`config.mk`:
```
export PLATFORM = sky130hd
export DESIGN_NAME = modu_expo_seq
export DESIGN_NICKNAME = d
export VERILOG_FILES = /design/src/rtl/modu_expo_seq.sv
export SDC_FILE = /design/constraint.sdc
export NUM_CORES = 1
export LEC_CHECK = 0
export ABC_AREA = 1
export ABC_CLOCK_PERIOD_IN_PS = 8400
export CAP_MARGIN = 20
export CORE_MARGIN = 2
export CORE_UTILIZATION = 37
export CTS_CLUSTER_DIAMETER = 30
export CTS_CLUSTER_SIZE = 30
export DETAILED_ROUTE_END_ITERATION = 16
export PLACE_DENSITY = 0.57
export RECOVER_POWER = 100
export SLEW_MARGIN = 20
export SYNTH_ARGS = -nofsm -noshare
export SYNTH_HDL_FRONTEND = slang
export SYNTH_SLANG_ARGS = --single-unit
```
`constraint.sdc`:
```
create_clock -name clk -period 8.4 [get_ports clk]
set_input_delay 1.26 -clock clk [delete_from_list [all_inputs] [get_ports clk]]
set_output_delay 1.26 -clock clk [all_outputs]
set_load 0.01 [all_outputs]
```
`src/rtl/modu_expo_seq.sv`:
```
// ============================================================================
//  Module      : modu_expo_seq
//  Description : Sequential modular exponentiation engine, r = b^e mod m.
//                Scans the exponent MSB-first (square-and-multiply) through a
//                single shared radix-2 interleaved (Blakley) modular
//                multiplier that consumes one multiplier bit per cycle.
//                Optional build macro MODEXP_LEADZERO_SKIP_EN skips leading
//                zero exponent bits and MUL steps for zero bits (variable
//                time). Without it, every exponent bit costs SQR + MUL.
//  Revision    : 1.0 - initial release
// ============================================================================
`default_nettype none

module modu_expo_seq #(
    parameter int NLEN = 32,
    parameter int EW   = NLEN
) (
    input  logic            clk,
    input  logic            rst_n,
    input  logic            strobe,
    input  logic [NLEN-1:0] b,
    input  logic [EW-1:0]   e,
    input  logic [NLEN-1:0] m,
    output logic [NLEN-1:0] r,
    output logic            ready,
    output logic            busy,
    output logic            err
);

    localparam int CW = $clog2(NLEN + 1);
    localparam int BW = $clog2(EW + 1);

    localparam logic [CW-1:0]   C_LAST = CW'(NLEN);
    localparam logic [BW-1:0]   C_EW   = BW'(EW);
    localparam logic [BW-1:0]   C_BONE = BW'(1);
    localparam logic [NLEN-1:0] C_ONE  = NLEN'(1);

    typedef enum logic [2:0] {
        S_IDLE   = 3'd0,
        S_CHECK  = 3'd1,
        S_REDUCE = 3'd2,
        S_SQR    = 3'd3,
        S_MUL    = 3'd4,
        S_DONE   = 3'd5
    } state_t;

    state_t state_q, state_d;

    logic [NLEN-1:0] b_q, b_d;
    logic [EW-1:0]   e_q, e_d;      // exponent, shifted left as bits are consumed
    logic [NLEN-1:0] m_q, m_d;
    logic [NLEN-1:0] bm_q, bm_d;    // base reduced modulo m
    logic [NLEN-1:0] racc_q, racc_d;
    logic [NLEN-1:0] r_q, r_d;
    logic [BW-1:0]   bits_q, bits_d; // exponent bits still to process
    logic            err_q, err_d;

    // Blakley multiplier state
    logic [NLEN+1:0] acc_q, acc_d;
    logic [NLEN-1:0] x_q, x_d;
    logic [NLEN-1:0] y_q, y_d;
    logic [CW-1:0]   cnt_q, cnt_d;  // 0 = load cycle, 1..NLEN = iterate cycles

    logic [NLEN+1:0] w_mx;
    logic [NLEN+1:0] w_add;
    logic [NLEN+1:0] w_sum;
    logic [NLEN+1:0] w_s1;
    logic [NLEN+1:0] w_acc_nx;
    logic [NLEN-1:0] w_res;
    logic [NLEN-1:0] w_ldx;
    logic [NLEN-1:0] w_ldy;

    // One Blakley step: 2*acc + (x bit ? y : 0), then at most two subtractions of m.
    // With acc < m and y < m the sum stays below 3m, which fits in NLEN+2 bits.
    assign w_mx     = {2'b00, m_q};
    assign w_add    = x_q[NLEN-1] ? {2'b00, y_q} : '0;
    assign w_sum    = (acc_q << 1) + w_add;
    assign w_s1     = (w_sum >= w_mx) ? (w_sum - w_mx) : w_sum;
    assign w_acc_nx = (w_s1 >= w_mx) ? (w_s1 - w_mx) : w_s1;
    assign w_res    = w_acc_nx[NLEN-1:0];

    // Operand selection for the load cycle of each multiplier operation
    always_comb begin
        w_ldx = racc_q;
        w_ldy = racc_q;
        case (state_q)
            S_REDUCE: begin
                w_ldx = b_q;
                w_ldy = C_ONE;
            end
            S_MUL: begin
                w_ldx = racc_q;
                w_ldy = bm_q;
            end
            default: begin
                w_ldx = racc_q;
                w_ldy = racc_q;
            end
        endcase
    end

`ifdef MODEXP_LEADZERO_SKIP_EN
    logic [BW-1:0] w_k;

    // Priority encoder: w_k = index of the exponent MSB plus one (0 when e == 0)
    always_comb begin
        w_k = '0;
        for (int i = 0; i < EW; i++) begin
            if (e_q[i]) begin
                w_k = BW'(i + 1);
            end
        end
    end
`endif

    // Next-state and datapath control for the exponentiation sequencer
    always_comb begin
        state_d = state_q;
        b_d     = b_q;
        e_d     = e_q;
        m_d     = m_q;
        bm_d    = bm_q;
        racc_d  = racc_q;
        r_d     = r_q;
        bits_d  = bits_q;
        err_d   = err_q;
        acc_d   = acc_q;
        x_d     = x_q;
        y_d     = y_q;
        cnt_d   = cnt_q;

        case (state_q)
            S_IDLE: begin
                if (strobe) begin
                    b_d     = b;
                    e_d     = e;
                    m_d     = m;
                    state_d = S_CHECK;
                end
            end

            S_CHECK: begin
                cnt_d = '0;
                err_d = 1'b0;
                if (m_q == '0) begin
                    err_d   = 1'b1;
                    racc_d  = '0;
                    state_d = S_DONE;
                end else if (m_q == C_ONE) begin
                    racc_d  = '0;
                    state_d = S_DONE;
                end else begin
`ifdef MODEXP_LEADZERO_SKIP_EN
                    if (e_q == '0) begin
                        racc_d  = C_ONE;
                        state_d = S_DONE;
                    end else begin
                        // Drop the leading one too: r_acc starts at bm after REDUCE
                        e_d     = (e_q << 1) << (C_EW - w_k);
                        bits_d  = w_k - C_BONE;
                        state_d = S_REDUCE;
                    end
`else
                    racc_d  = C_ONE;
                    bits_d  = C_EW;
                    state_d = S_REDUCE;
`endif
                end
            end

            S_REDUCE, S_SQR, S_MUL: begin
                if (cnt_q == '0) begin
                    x_d   = w_ldx;
                    y_d   = w_ldy;
                    acc_d = '0;
                    cnt_d = cnt_q + CW'(1);
                end else begin
                    acc_d = w_acc_nx;
                    x_d   = x_q << 1;
                    cnt_d = cnt_q + CW'(1);
                    if (cnt_q == C_LAST) begin
                        cnt_d = '0;
                        if (state_q == S_REDUCE) begin
                            bm_d = w_res;
`ifdef MODEXP_LEADZERO_SKIP_EN
                            racc_d = w_res;
`endif
                            state_d = (bits_q == '0) ? S_DONE : S_SQR;
                        end else if (state_q == S_SQR) begin
                            racc_d = w_res;
`ifdef MODEXP_LEADZERO_SKIP_EN
                            if (e_q[EW-1]) begin
                                state_d = S_MUL;
                            end else begin
                                e_d     = e_q << 1;
                                bits_d  = bits_q - C_BONE;
                                state_d = (bits_q == C_BONE) ? S_DONE : S_SQR;
                            end
`else
                            state_d = S_MUL;
`endif
                        end else begin
                            // MUL always runs in constant-time mode; keep t only for a 1 bit
                            if (e_q[EW-1]) begin
                                racc_d = w_res;
                            end
                            e_d     = e_q << 1;
                            bits_d  = bits_q - C_BONE;
                            state_d = (bits_q == C_BONE) ? S_DONE : S_SQR;
                        end
                    end
                end
            end

            S_DONE: begin
                if (strobe) begin
                    b_d     = b;
                    e_d     = e;
                    m_d     = m;
                    state_d = S_CHECK;
                end else begin
                    state_d = S_IDLE;
                end
            end

            default: begin
                state_d = S_IDLE;
            end
        endcase

        // The result register is loaded exactly on entry to DONE, so r is
        // valid together with ready and stays put until the next completion.
        if ((state_d == S_DONE) && (state_q != S_DONE)) begin
            r_d = racc_d;
        end
    end

    // State and datapath registers with synchronous active-low reset
    always_ff @(posedge clk) begin
        if (!rst_n) begin
            state_q <= S_IDLE;
            b_q     <= '0;
            e_q     <= '0;
            m_q     <= '0;
            bm_q    <= '0;
            racc_q  <= '0;
            r_q     <= '0;
            bits_q  <= '0;
            err_q   <= 1'b0;
            acc_q   <= '0;
            x_q     <= '0;
            y_q     <= '0;
            cnt_q   <= '0;
        end else begin
            state_q <= state_d;
            b_q     <= b_d;
            e_q     <= e_d;
            m_q     <= m_d;
            bm_q    <= bm_d;
            racc_q  <= racc_d;
            r_q     <= r_d;
            bits_q  <= bits_d;
            err_q   <= err_d;
            acc_q   <= acc_d;
            x_q     <= x_d;
            y_q     <= y_d;
            cnt_q   <= cnt_d;
        end
    end

    assign r     = r_q;
    assign ready = (state_q == S_DONE);
    assign err   = (state_q == S_DONE) && err_q;
    assign busy  = (state_q == S_CHECK) || (state_q == S_REDUCE) ||
                   (state_q == S_SQR)   || (state_q == S_MUL);

endmodule

`default_nettype wire

```
* Word level (Yosys, flattened, before mapping)
Cells that the tools add are included.
** Cells by class
- Add/sub/neg operators :: 5
- $lt $le $gt $ge :: 2
- Equal/unequal tests :: 17
- Mux-type cells :: 43
- Bitwise gates (word level) :: 1
- Reduce and logical (&&, ||, !) cells :: 18
** Operators by type and width (count)
- $mux W32 :: 13
- $pmux W32 S2 :: 3
- $ge A34 B32 Y1 :: 2
- $mux W33 :: 2
- $mux W6 :: 8
- $add A34 B32 Y34 :: 1
- $mux W34 :: 1
- $sub A34 B32 Y34 :: 1
- $sub A33 B32 Y33 :: 1
- $eq A32 B1 Y1 const B :: 1
- $logic_not A32 Y1 :: 1
- $mux W3 :: 9
- $pmux W6 S2 :: 2
- $logic_not A6 Y1 :: 2
- $ne A2 B2 Y1 const B :: 6
- $pmux W3 S4 :: 1
- $eq A3 B3 Y1 const B :: 3
- $reduce_and A7 Y1 :: 1
- $add A6 B1 Y6 const B :: 1
- $eq A3 B2 Y1 const B :: 2
- $eq A6 B1 Y1 const B :: 1
- $eq A6 B6 Y1 const B :: 1
- $reduce_and A6 Y1 :: 1
- $sub A6 B1 Y6 const B :: 1
- 13 further kinds :: 21
** Storage, ports and cells
- Register bits :: 305
- Bits of input ports :: 99
- Output and inout bits :: 35
- Logic and storage cells :: 99

* Longest topological paths before layout
Gate-level depths: netlist of the first run.
- Depth after elaboration :: 12
- Depth in mapped cells :: 58
- Gate-level depth less buffers :: 55

* Worst setup path before layout of the first run
OpenSTA, ideal clock, no wires.
- Path kind :: reg-to-reg
- Start point :: register x_q[31]
- End point :: register r_q[21], in the netlist r[21]
- Setup time :: 0.056 ns
- Arrival :: 6.440 ns
- Required time :: 8.344 ns
- Setup slack :: 1.904 ns
- Stages on the path, launching flop included :: 57
- Buffers on the path :: 4
- Clock period less this slack :: 6.496 ns
- Cell sequence :: dfxtp_1 > clkbuf_1 > clkbuf_1 > nand2_1 > inv_1 > ha_1 > inv_1 > fa_1 > inv_1 > nand2_1 > nand2_1 > nand2_1 > o21bai_1 > nand3_1 > nand3_1 > nand2_1 > inv_1 > nor2_1 > [21 not listed] > nand2_1 > a21oi_2 > inv_1 > a21oi_1 > o21ai_1 > nand2_1 > nand2_1 > nand2_1 > nand2_2 > inv_1 > nand3_2 > buf_2 > nand2_1 > nand3_1 > nand2_1 > nand3_1 > nand2_1 > inv_1
** Between the ends
- Word-level cells in the longest chain between the ends :: 12
- Elaborated cells between the ends (all ways) :: 14
- Classes of those cells :: add/sub: 3; order compare: 2; mux: 9
** Ends and longest elaborated chain
- start: declaration :: line 60 : logic [NLEN-1:0] x_q, x_d;
- start signal: assignment :: line 251 : x_q <= '0;
- start signal: assignment :: line 265 : x_q <= x_d;
- $mux W32 * :: line 76 : assign w_add = x_q[NLEN-1] ? {2'b00, y_q} : '0;
- $add A34 B32 Y34 * :: line 77 : assign w_sum = (acc_q << 1) + w_add;
- $sub A34 B32 Y34 or $ge A34 B32 Y1 (tied branches) :: line 78 : assign w_s1 = (w_sum >= w_mx) ? (w_sum - w_mx) : w_sum;
- $mux W34 * :: line 78
- $sub A33 B32 Y33 or $ge A34 B32 Y1 (tied branches) :: line 79 : assign w_acc_nx = (w_s1 >= w_mx) ? (w_s1 - w_mx) : w_s1;
- $mux W33 * :: line 79
- $mux W32 :: line 204 : if (e_q[EW-1]) begin
- $mux W32 * :: line 189 : end else if (state_q == S_SQR) begin
- $mux W32 * :: line 183 : if (state_q == S_REDUCE) begin
- $mux W32 * :: line 181 : if (cnt_q == C_LAST) begin
- $mux W32 * :: line 172 : if (cnt_q == '0) begin
- $pmux W32 S2 * :: line 132 : case (state_q)
- end signal: assignment :: line 261 : r_q <= r_d;
- end: declaration :: line 54 : logic [NLEN-1:0] r_q, r_d;
Mark *: on every way between the ends. The rest lies on a longest branch, timed or not.
A chain may end at the register's enable or synchronous reset.

* Final worst setup path of the first run
- Start point :: register x_q[31]
- End point :: register r_q[27], in the netlist r[27]
Same word-level chain as after synthesis.

==> key figures, run 1 <==
Route
  • Drt pass-1 iters: 6
  • Antenna Nets Post-Route: 0
  • Detailed Route WL: 70.0 mm
  • Per-cell routed wire length: 18.0 um
  • Vias per inst: 5.22
  • Vias: 20,231
  • DRC: 0
  • First DRT Iteration DRCs: 1,583

Global routing
  • Grt met3 use: 0.0419
  • Vias in the first global route: 19,246
  • GR Layer Usage met1: 0.347
  • Initial antenna violation count: 0
  • Gr ovfl total: 0
  • Global-route wire length before repair: 107 mm
  • Total global-route track usage: 0.254
  • Gr busiest metal: met2
  • GR met2 Demand/Resource: 0.402
  • Largest net degree at the start of global routing: 93

Worst setup path
  • CP Launch Type: flop
  • Most frequent cell on the critical path: nand2_1
  • CP arrival: 8.31 ns
  • Slowest stage delay, CP: 0.46 ns
  • Slowest CP cell: ha_1
  • Register-to-Register Path Depth: 47
  • WS Path Type: reg -> reg
  • WP data required: 8.91 ns
  • Crit path capture type: flop
  • CP Max Fanout: 33

Clocking
  • Clock slew at the register clock pins of the worst setup and hold paths: 0.05 ns
  • CTS root buffer: clkbuf_16
  • Sink Count: 305
  • Post-CTS setup buffer count: 0
  • Num CTS Buffers: 79
  • CTS Hold Bufs: 0
  • Max Root-Sink Buffers: 3
  • TritonCTS clock tree: done
  • CTS H-tree lvls: 3
  • Skew-Pair Late Insertion Delay: 0.62 ns

Floorplan
  • Die footprint: 0.0544 sq mm
  • Initial core utilization: 0.372
  • Core area: 0.0522 sq mm
  • FP Rows: 84
  • Ports: 134
  • Die height: 233 um
  • Die width: 233 um

Cells and area
  • Fillers: 5,438
  • Area of the multi-input gates: 0.0115 sq mm
  • Final core utilization: 0.460
  • Area Overhead vs Synth: 23.5%
  • FF+latch area: 0.00611 sq mm
  • NumNets Final: 3,335
  • Antenna diodes: 0
  • Share of layout cells above drive strength 1: 0.0658

Power
  • Clk network pwr share: 0.585
  • Int Pwr: 3.73 mW
  • Switch Pwr: 1.33 mW
  • Worst vdd ir: 127 uV
  • Reg power frac: 0.305
  • Comb pwr share: 0.111
  • Total design power: 5.06 mW
  • Leakage: 11.3 nW
  • PD cells: 211 mW/mm^2
  • Net Sw Frac: 0.263

Placed design
  • PortBufs: 133
  • HPWL Detailed: 53.0 mm
  • Routability Congestion: 0.960

Run
  • Max-Cap Viols: 4

Logic synthesis
  • Largest area contributor in the netlist: dfxtp_1
  • Syn_area_per_cell: 6.43 sq um
  • Post-synthesis sequential area ratio: 0.314
  • #FFs+latches synth: 305
  • Most numerous cell in the Yosys netlist: nand2_1
  • Synth cell types: 54
  • Mapped Area: 0.0194 sq mm
  • Cells taking the most area after synthesis: dfxtp_1, nand2_1, a21oi_1
  • Ys async rst share: 0
  • Warnings from Yosys: 0
  • Top cells by count, synth: nand2_1, inv_1, dfxtp_1
  • Syn nets: 3,228
  • Post-Syn Instances: 3,027
  • Synth top area share: 0.314
  • Top FF cell, synth: dfxtp_1
  • Number of flops mapped to enable cells by yosys: 0

Run status
  • Violated checks: max-capacitance violations, max-slew violations
  • Outcome: finished with violations

STA
  • Final period utilization: 0.929
  • Worst setup skew after layout: 0.0322 ns
  • Fmax: 128 MHz
  • Slew headroom: -1.49
  • Worst-margin pin slew: 3.73 ns
  • Final setup fails: 0
  • Fin. max-slew vios: 255
  • RSZ-0062 raised after global routing: false
  • Setup TNS: 0 ns
  • Final min period: 7.80 ns
  • Final hold vios: 0

Min path
  • Hold Path Class: reg -> reg
  • Hold Path Stages: 2
[kinds of logic (layout without fill, tap and decap cells)]
kind of cell | after synthesis | count (layout) | share of synthesized area
flops | 305 | 305 | 0.314
fa+ha+maj | 102 | 102 | 0.0668
compound gates | 728 | 728 | 0.208
buf+inv | 506 | 670 | 0.101
simple gates | 1307 | 1307 | 0.275
xor+xnor | 79 | 79 | 0.0356
[power by group through the flow]
stage | sequential [mW] | combinational [mW] | clock [mW]
after global placement | 1.56 | 0.553 | 0
after floorplan | 1.56 | 0.366 | 0
after CTS | 1.54 | 0.556 | 3.00
after detailed placement | 1.57 | 0.552 | 0
after global routing | 1.55 | 0.621 | 3.09
final | 1.54 | 0.561 | 2.96
[cell usage in the layout, fill, tap and decap left out, types with 5 or more instances in the layout]
cell,n
a21o_1,15
a21oi_1,298
a31oi_1,67
buf_4,21
bufinv_16,5
clkbuf_1,17
clkbuf_16,81
clkbuf_8,15
clkdlybuf4s50_1,98
clkinv_2,14
dfxtp_1,304
dlygate4sd3_1,34
ha_1,99
inv_1,359
nand2_1,865
nand2_2,7
nand3_1,159
nand4_1,16
nor2_1,202
nor3_1,17
nor4_1,9
o211ai_1,9
o21a_1,34
o21ai_0,217
o21ai_1,14
o21ai_2,14
o21bai_1,11
o22ai_1,28
xnor2_1,39
xor2_1,40
[worst max-delay path, delay by kind of cell (launching register included)]
family	cells	cell delay (ns)
xor+xnor	1	0.24
simple gates	26	3.27
buf+inv	8	0.86
flops	1	0.41
fa+ha+maj	4	1.38
compound gates	8	1.45
[final timing paths]
check	startpoint	to	slack, ns
setup / recovery	x_q[31]	r[27]	0.60
hold reg to reg	bm_q[26]	y_q[26]	0.46
hold / removal	bm_q[26]	y_q[26]	0.46
setup reg to reg	x_q[31]	r[27]	0.60
[per-layer routing]
layer / vias to the layer above / part of all wire
met5: - / 0
met4: 0 / 0.032
met3: 117 / 0.054
met2: 574 / 0.44
met1: 9426 / 0.47
li1: 10114 / -
[registers in the layout, indices dropped and copies added (netlist names)]
| name | flops |
|---|---|
| bm_q | 32 |
| acc_q | 33 |
| m_q | 32 |
| x_q | 32 |
| bits_q | 6 |
| y_q | 32 |
| cnt_q | 6 |
| state_q | 3 |
| e_q | 32 |
| r | 32 |
| err_q | 1 |
| b_q | 32 |
| racc_q | 32 |
[timing repair]
action | 4_1_cts | 5_1_grt
endpoints found under the setup margin | 1 | 129
resized for setup | 1 | 12
pin swaps | 0 | 1
[final cells by class]
cell class,instances,area share
sequential,305,0.254
clock inverter,28,0.0146
multi-input combinational,2216,0.477
tap,688,0.0358
clock buffer,110,0.0952
inverter,370,0.0580
timing repair buffer,162,0.0654
[metrics by stage]
step / setup slack, ns / hold WS (ns) / cells / cell area, sq um
floorplan: 1.90 / 0.430 / 3027 / 19400
global placement: 0.0453 / 0.455 / 3740 / 21300
detailed placement: 0.0507 / 0.458 / 3740 / 21400
CTS: 0.0701 / 0.453 / 3878 / 24000
global route: 0.0285 / 0.484 / 3879 / 24000
finish: 0.596 / 0.457 / 3879 / 24000
(Power assumes the default switching activity.)
==> run 2, diff against run 1 <==
--- a/config.mk
+++ b/config.mk
@@ -8,9 +8,10 @@
 export ABC_AREA = 1
 export ABC_CLOCK_PERIOD_IN_PS = 8400
 export CAP_MARGIN = 20
+export CORE_ASPECT_RATIO = 0.5
 export CORE_MARGIN = 2
 export CORE_UTILIZATION = 37
-export CTS_CLUSTER_DIAMETER = 30
+export CTS_CLUSTER_DIAMETER = 100
 export CTS_CLUSTER_SIZE = 30
 export DETAILED_ROUTE_END_ITERATION = 16
 export PLACE_DENSITY = 0.57
==> run 2 against run 1 <==
The run still ends with max-capacitance violations, max-slew violations left. Critical path depth up 3. Non-clock buffer count fell by 2. Clock power shrank 70%. Cell count shrank 2.7%. Die area rose by 0.20%. Register-to-register slack improved by 0.09 ns. Hold slack gained 0.013 ns. Critical path type unchanged. Highest routed layer unchanged.
==> key figures, run 2 (synthesized netlist as in run 1, its figures left out) <==
Global routing
  • Gr ovfl total: 0 (unchanged)
  • Initial antenna violation count: 1 (+1)
  • Vias in the first global route: 18,050 (-6.2%)
  • Total global-route track usage: 0.256 (+0.00212)
  • Global-route wire length before repair: 109 mm (+1.1%)
  • Largest net degree at the start of global routing: 82 (-12%)

Cells and area
  • FF+latch area: 0.00611 sq mm (unchanged)
  • Area of the multi-input gates: 0.0114 sq mm (about the same)
  • Biggest register: acc_q
  • Area Overhead vs Synth: 12.1%
  • Fillers: 5,626 (+3.5%)
  • Flip-flop count of the largest register after layout: 33 (unchanged)
  • Antenna diodes: 0 (unchanged)
  • Most common cell after layout, fill and taps aside: nand2_1
  • Most frequent cells in the layout: nand2_1, inv_1, dfxtp_1
  • Share of layout cells above drive strength 1: 0.0309 (-0.0349)
  • NumNets Final: 3,270 (-1.9%)

Power
  • Worst vdd ir: 107 uV (-16%)
  • PD cells: 138 mW/mm^2 (-35%)
  • Total design power: 3.00 mW (-41%)
  • Leakage: 10.2 nW (-9.6%)

Route
  • DRC: 0 (unchanged)
  • First DRT Iteration DRCs: 2,094 (+32%)
  • Antenna Nets Post-Route: 0 (unchanged)
  • Per-cell routed wire length: 19.1 um (+5.9%)
  • Vias: 19,848 (-1.9%)
  • DR top layer: met4
  • Wire length on met3: 6.28 mm (+65%)
  • Detailed Route WL: 72.1 mm (+3.0%)
  • Vias per inst: 5.26 (+0.86%)
  • Met1 wire length: 37.3 mm (+13%)
  • Drt pass-1 iters: 6 (unchanged)
  • Metal2 WL: 27.3 mm (-11%)

Min path
  • Hold Crit Start: b_q[3]
  • Hold Path Class: reg -> reg

Placed design
  • PortBufs: 133 (unchanged)
  • HPWL Detailed: 54.5 mm (+2.9%)
  • Routability Congestion: 0.962 (+0.22%)

Worst setup path
  • CP Max Fanout: 27 (-18%)
  • Most frequent cell on the critical path: nand2_1
  • Slowest stage delay, CP: 0.42 ns (-0.04 ns)
  • Slowest CP cell: ha_2
  • Setup crit start: x_q[31]
  • Reg-to-reg startpoint: x_q[31]
  • WP data required: 8.86 ns (-0.05 ns)
  • WS Path Type: reg -> reg
  • CP arrival: 8.17 ns (-0.14 ns)
  • CP Launch Type: flop
  • Crit path capture type: flop

STA
  • Worst-margin pin slew: 3.24 ns (-0.495 ns)
  • Final period utilization: 0.918 (-0.0111)
  • Final setup fails: 0 (unchanged)
  • Worst setup skew after layout: 0.0359 ns (+0.00376 ns)
  • Setup TNS: 0 ns (unchanged)
  • Final hold vios: 0 (unchanged)
  • Fmax: 130 MHz (+1.2%)
  • RSZ-0062 raised after global routing: false
  • Fin. max-slew vios: 381 (+49%)
  • Final min period: 7.71 ns (-0.0930 ns)
  • Slew headroom: -1.16 (+0.330)

Clocking
  • Num CTS Buffers: 15 (-81%)
  • Sink Count: 305 (unchanged)
  • TritonCTS clock tree: done
  • Skew-Pair Late Insertion Delay: 0.57 ns (-0.05 ns)
  • Clock slew at the register clock pins of the worst setup and hold paths: 0.12 ns (+0.07 ns)
  • CTS Hold Bufs: 0 (unchanged)
  • CTS root buffer: clkbuf_16
  • CTS H-tree lvls: 1 (-2)
  • Max Root-Sink Buffers: 3 (unchanged)

Floorplan
  • Initial core utilization: 0.374 (+0.00190)
  • Core area: 0.0520 sq mm (-0.51%)
  • Ports: 134 (unchanged)
  • FP Rows: 59 (-30%)
  • Die width: 328 um (+41%)
  • Die footprint: 0.0545 sq mm (+0.20%)
  • Die height: 166 um (-29%)

Run status
  • Violated checks: max-capacitance violations, max-slew violations
  • Outcome: finished with violations

Run
  • Max-Cap Viols: 8 (+4)
==> run 2: where the power goes <==
part	internal [mW]	leakage, nW	switching, mW
Combinational	0.184	7.47	0.393
Sequential	1.50	2.48	0.0297
Clock	0.347	0.221	0.545
==> run 2: timing repair <==
action | in CTS | in global routing
gates resized for setup | 0 | 9
setup buffers | 0 | 2
setup endpoints to repair | 0 | 129
==> run 2: per-stage QoR <==
stage               instances  worst slack, ns  hold WS, ns  area (sq um)   util
floorplan                3027             1.90        0.430         19400      -
global placement         3750            0.316        0.454         21300  0.411
detailed placement       3750            0.308        0.458         21300  0.411
CTS                      3770            0.254        0.476         21800  0.420
global route             3773           0.0541        0.494         21800  0.420
finish                   3773            0.689        0.471         21800  0.420
==> run 2: cell type report <==
class,instances,area share
clock buffer,15,0.0172
clock inverter,5,0.00379
inverter,370,0.0638
multi-input combinational,2217,0.525
sequential,305,0.280
tap,701,0.0402
timing repair buffer,160,0.0700
==> run 2: worst paths after layout <==
| check | to | slack [ns] | cells past startpoint |
|---|---|---|---|
| min | b_q[3] | 0.47 | 2 |
| max reg2reg | r[9] | 0.69 | 50 |
| min reg2reg | b_q[3] | 0.47 | 2 |
| max | r[9] | 0.69 | 50 |
==> run 2: routing by layer <==
metal / track usage / vias to the layer above
li1: - / 9914
met1: 0.412 / 9211
met5: 0 / -
met4: 0.0443 / 0
met2: 0.343 / 673
met3: 0.0551 / 50
==> run 2: worst max-delay path, delay by kind of cell, from the launching register on <==
kind / cells / cell delay (ns)
simple gates: 33 / 3.99
fa+ha+maj: 3 / 1.14
flops: 1 / 0.38
compound gates: 3 / 0.64
buf+inv: 10 / 1.08
xor+xnor: 1 / 0.29
==> run 3, diff against run 2 <==
--- a/config.mk
+++ b/config.mk
@@ -10,11 +10,12 @@
 export CAP_MARGIN = 20
 export CORE_ASPECT_RATIO = 0.5
 export CORE_MARGIN = 2
-export CORE_UTILIZATION = 37
+export CORE_UTILIZATION = 45
 export CTS_CLUSTER_DIAMETER = 100
 export CTS_CLUSTER_SIZE = 30
 export DETAILED_ROUTE_END_ITERATION = 16
-export PLACE_DENSITY = 0.57
+export DONT_BUFFER_PORTS = 1
+export PLACE_DENSITY = 0.63
 export RECOVER_POWER = 100
 export SLEW_MARGIN = 20
 export SYNTH_ARGS = -nofsm -noshare
==> run 3 against run 2 <==
The run still ends with max-capacitance violations, max-slew violations left. Register-to-register slack worse by 0.06 ns. Sequential power hardly changed. First-iteration DRC count is 8.1% lower. Final area is 7.3% lower. Hold slack worse by 0.022 ns. Die area is 17% lower. Global-route usage is 3.1 points higher. Routed wire length is 6.9% lower. Fmax is 0.77% lower. Via count is 2.4% lower. Critical path type unchanged. Largest power group unchanged.
==> key figures, run 3 (synthesized netlist as in run 1, its figures left out) <==
Clocking
  • Sink Count: 305 (unchanged)
  • Num CTS Buffers: 15 (unchanged)
  • Skew-Pair Late Insertion Delay: 0.56 ns (about the same)
  • CTS H-tree lvls: 1 (unchanged)
  • CTS root buffer: clkbuf_16
  • Max Root-Sink Buffers: 3 (unchanged)
  • TritonCTS clock tree: done
  • Clock slew at the register clock pins of the worst setup and hold paths: 0.12 ns (about the same)
  • CTS Hold Bufs: 0 (unchanged)

Route
  • Vias per inst: 5.52 (+4.9%)
  • Drt pass-1 iters: 5 (-1)
  • DR top layer: met5
  • DRC: 0 (unchanged)
  • Wire length on met3: 7.23 mm (+15%)
  • Met1 wire length: 33.9 mm (-9.2%)
  • Antenna Nets Post-Route: 0 (unchanged)
  • Detailed Route WL: 67.1 mm (-6.9%)
  • Vias: 19,370 (-2.4%)
  • Metal2 WL: 24.9 mm (-8.9%)
  • Per-cell routed wire length: 19.1 um (about the same)
  • First DRT Iteration DRCs: 1,925 (-8.1%)

Global routing
  • Largest net degree at the start of global routing: 147 (+79%)
  • Initial antenna violation count: 1 (unchanged)
  • Global-route wire length before repair: 99.9 mm (-8.0%)
  • Gr ovfl total: 0 (unchanged)
  • Vias in the first global route: 16,623 (-7.9%)
  • Total global-route track usage: 0.287 (+0.0308)

Worst setup path
  • Slowest CP cell: dfxtp_1
  • WP data required: 8.86 ns (about the same)
  • Crit path capture type: flop
  • Reg-to-reg startpoint: acc_q[0]
  • WS Path Type: reg -> reg
  • Slowest stage delay, CP: 0.48 ns (+0.06 ns)
  • CP Launch Type: flop
  • Most frequent cell on the critical path: nand2_1
  • CP arrival: 8.23 ns (+0.06 ns)
  • CP Max Fanout: 55 (+100%)
  • RR Endpoint: r[27]
  • FF-to-FF setup slack: 0.63 ns (-0.06 ns)
  • Register-to-Register Path Depth: 53 (+6.0%)

Run status
  • Outcome: finished with violations
  • Violated checks: max-capacitance violations, max-slew violations

STA
  • Final hold vios: 0 (unchanged)
  • Final setup fails: 0 (unchanged)
  • Final min period: 7.77 ns (+0.0599 ns)
  • Worst-margin pin slew: 4.14 ns (+0.901 ns)
  • RSZ-0062 raised after global routing: false
  • Slew headroom: -1.76 (-0.600)
  • Fin. max-slew vios: 382 (+0.26%)
  • Setup TNS: 0 ns (unchanged)
  • Worst setup skew after layout: 0.0304 ns (-0.00557 ns)
  • Fmax: 129 MHz (-0.77%)
  • Final period utilization: 0.925 (+0.00713)

Cells and area
  • Biggest register: acc_q
  • Share of layout cells above drive strength 1: 0.0290 (-0.00193)
  • Area Overhead vs Synth: 3.98%
  • NumNets Final: 3,130 (-4.3%)
  • Most frequent cells in the layout: nand2_1, inv_1, dfxtp_1
  • Flip-flop count of the largest register after layout: 33 (unchanged)
  • Most common cell after layout, fill and taps aside: nand2_1
  • Fillers: 4,530 (-19%)

Placed design
  • PortBufs: 0 (-100%)
  • Routability Congestion: 0.987 (+2.6%)
  • HPWL Detailed: 50.5 mm (-7.4%)

Floorplan
  • Ports: 134 (unchanged)
  • Die width: 298 um (-9.2%)
  • FP Rows: 53 (-10%)
  • Die footprint: 0.0450 sq mm (-17%)
  • Core area: 0.0423 sq mm (-19%)
  • Die height: 151 um (-9.1%)
  • Initial core utilization: 0.460 (+0.0855)

Min path
  • Hold Crit Start: e_q[26]
  • Hold Path Stages: 2 (unchanged)
  • Worst Hold End: e_q[27]
  • Hold Path Class: reg -> reg

Run
  • Max-Cap Viols: 8 (unchanged)

Power
  • Leakage: 9.49 nW (-6.7%)
  • Total design power: 2.93 mW (-2.4%)
  • Worst vdd ir: 147 uV (+37%)
  • PD cells: 145 mW/mm^2 (+5.2%)
run 3: how the worst max path moves through the flow:
stage                         from  endpoint  slack [ns]  depth (start not counted)
final                     acc_q[0]     r[27]        0.63                         53
after global routing       x_q[31]     r[30]        0.06                         54
after CTS                  x_q[31]     r[27]        0.52                         55
after detailed placement   x_q[31]     r[27]        0.56                         55
after global placement     x_q[31]     r[26]        0.72                         55
after floorplan            x_q[31]     r[21]        1.90                         56
run 3: where the power goes:
part	internal (mW)	total, mW	switching [mW]
combinational	0.143	0.511	0.368
sequential	1.50	1.54	0.0332
clock	0.345	0.882	0.536
run 3: final cells by class:
type / count / area, sq um / area share
multi-input cells: 2216 / 11400 / 0.564
clock inverters: 5 / 75.1 / 0.00371
well taps: 577 / 722 / 0.0357
repair buffers: 21 / 139 / 0.00687
clock buffers: 15 / 375 / 0.0186
inverters: 370 / 1390 / 0.0688
diodes: 1 / 2.50 / 0.000124
flip-flops and latches: 305 / 6110 / 0.302
run 3: critical path: cells and delay by family, from the launching register on:
kind | cells | cell delay [ns]
AND/OR/NAND/NOR | 31 | 3.45
adder cells (fa/ha/maj) | 5 | 1.64
buffers and inverters | 11 | 0.95
AO/OA/AOI/OAI | 5 | 0.91
flip-flops | 1 | 0.48
XOR/XNOR | 1 | 0.21
run 3: metal layers:
layer  vias to the layer above  track usage
met5                         -       0.0130
met4                         2       0.0452
met3                        49       0.0876
met2                       702        0.381
met1                      8962        0.447
li1                       9655            -
run 3: stage by stage:
stage / util / hold slack [ns] / std cells / setup WS, ns / cell area (sq um)
6_report: 0.478 / 0.449 / 3510 / 0.630 / 20200
5_1_grt: 0.478 / 0.469 / 3509 / 0.0590 / 20200
4_1_cts: 0.479 / 0.447 / 3509 / 0.518 / 20300
3_5_place_dp: 0.468 / 0.456 / 3489 / 0.558 / 19800
3_3_place_gp: 0.468 / 0.454 / 3489 / 0.723 / 19800
2_1_floorplan: - / 0.430 / 3027 / 1.90 / 19400
run 3: what timing repair did:
item	CTS	global route
setup buffers	0	0
setup endpoints to repair	0	91
resized for setup	0	5
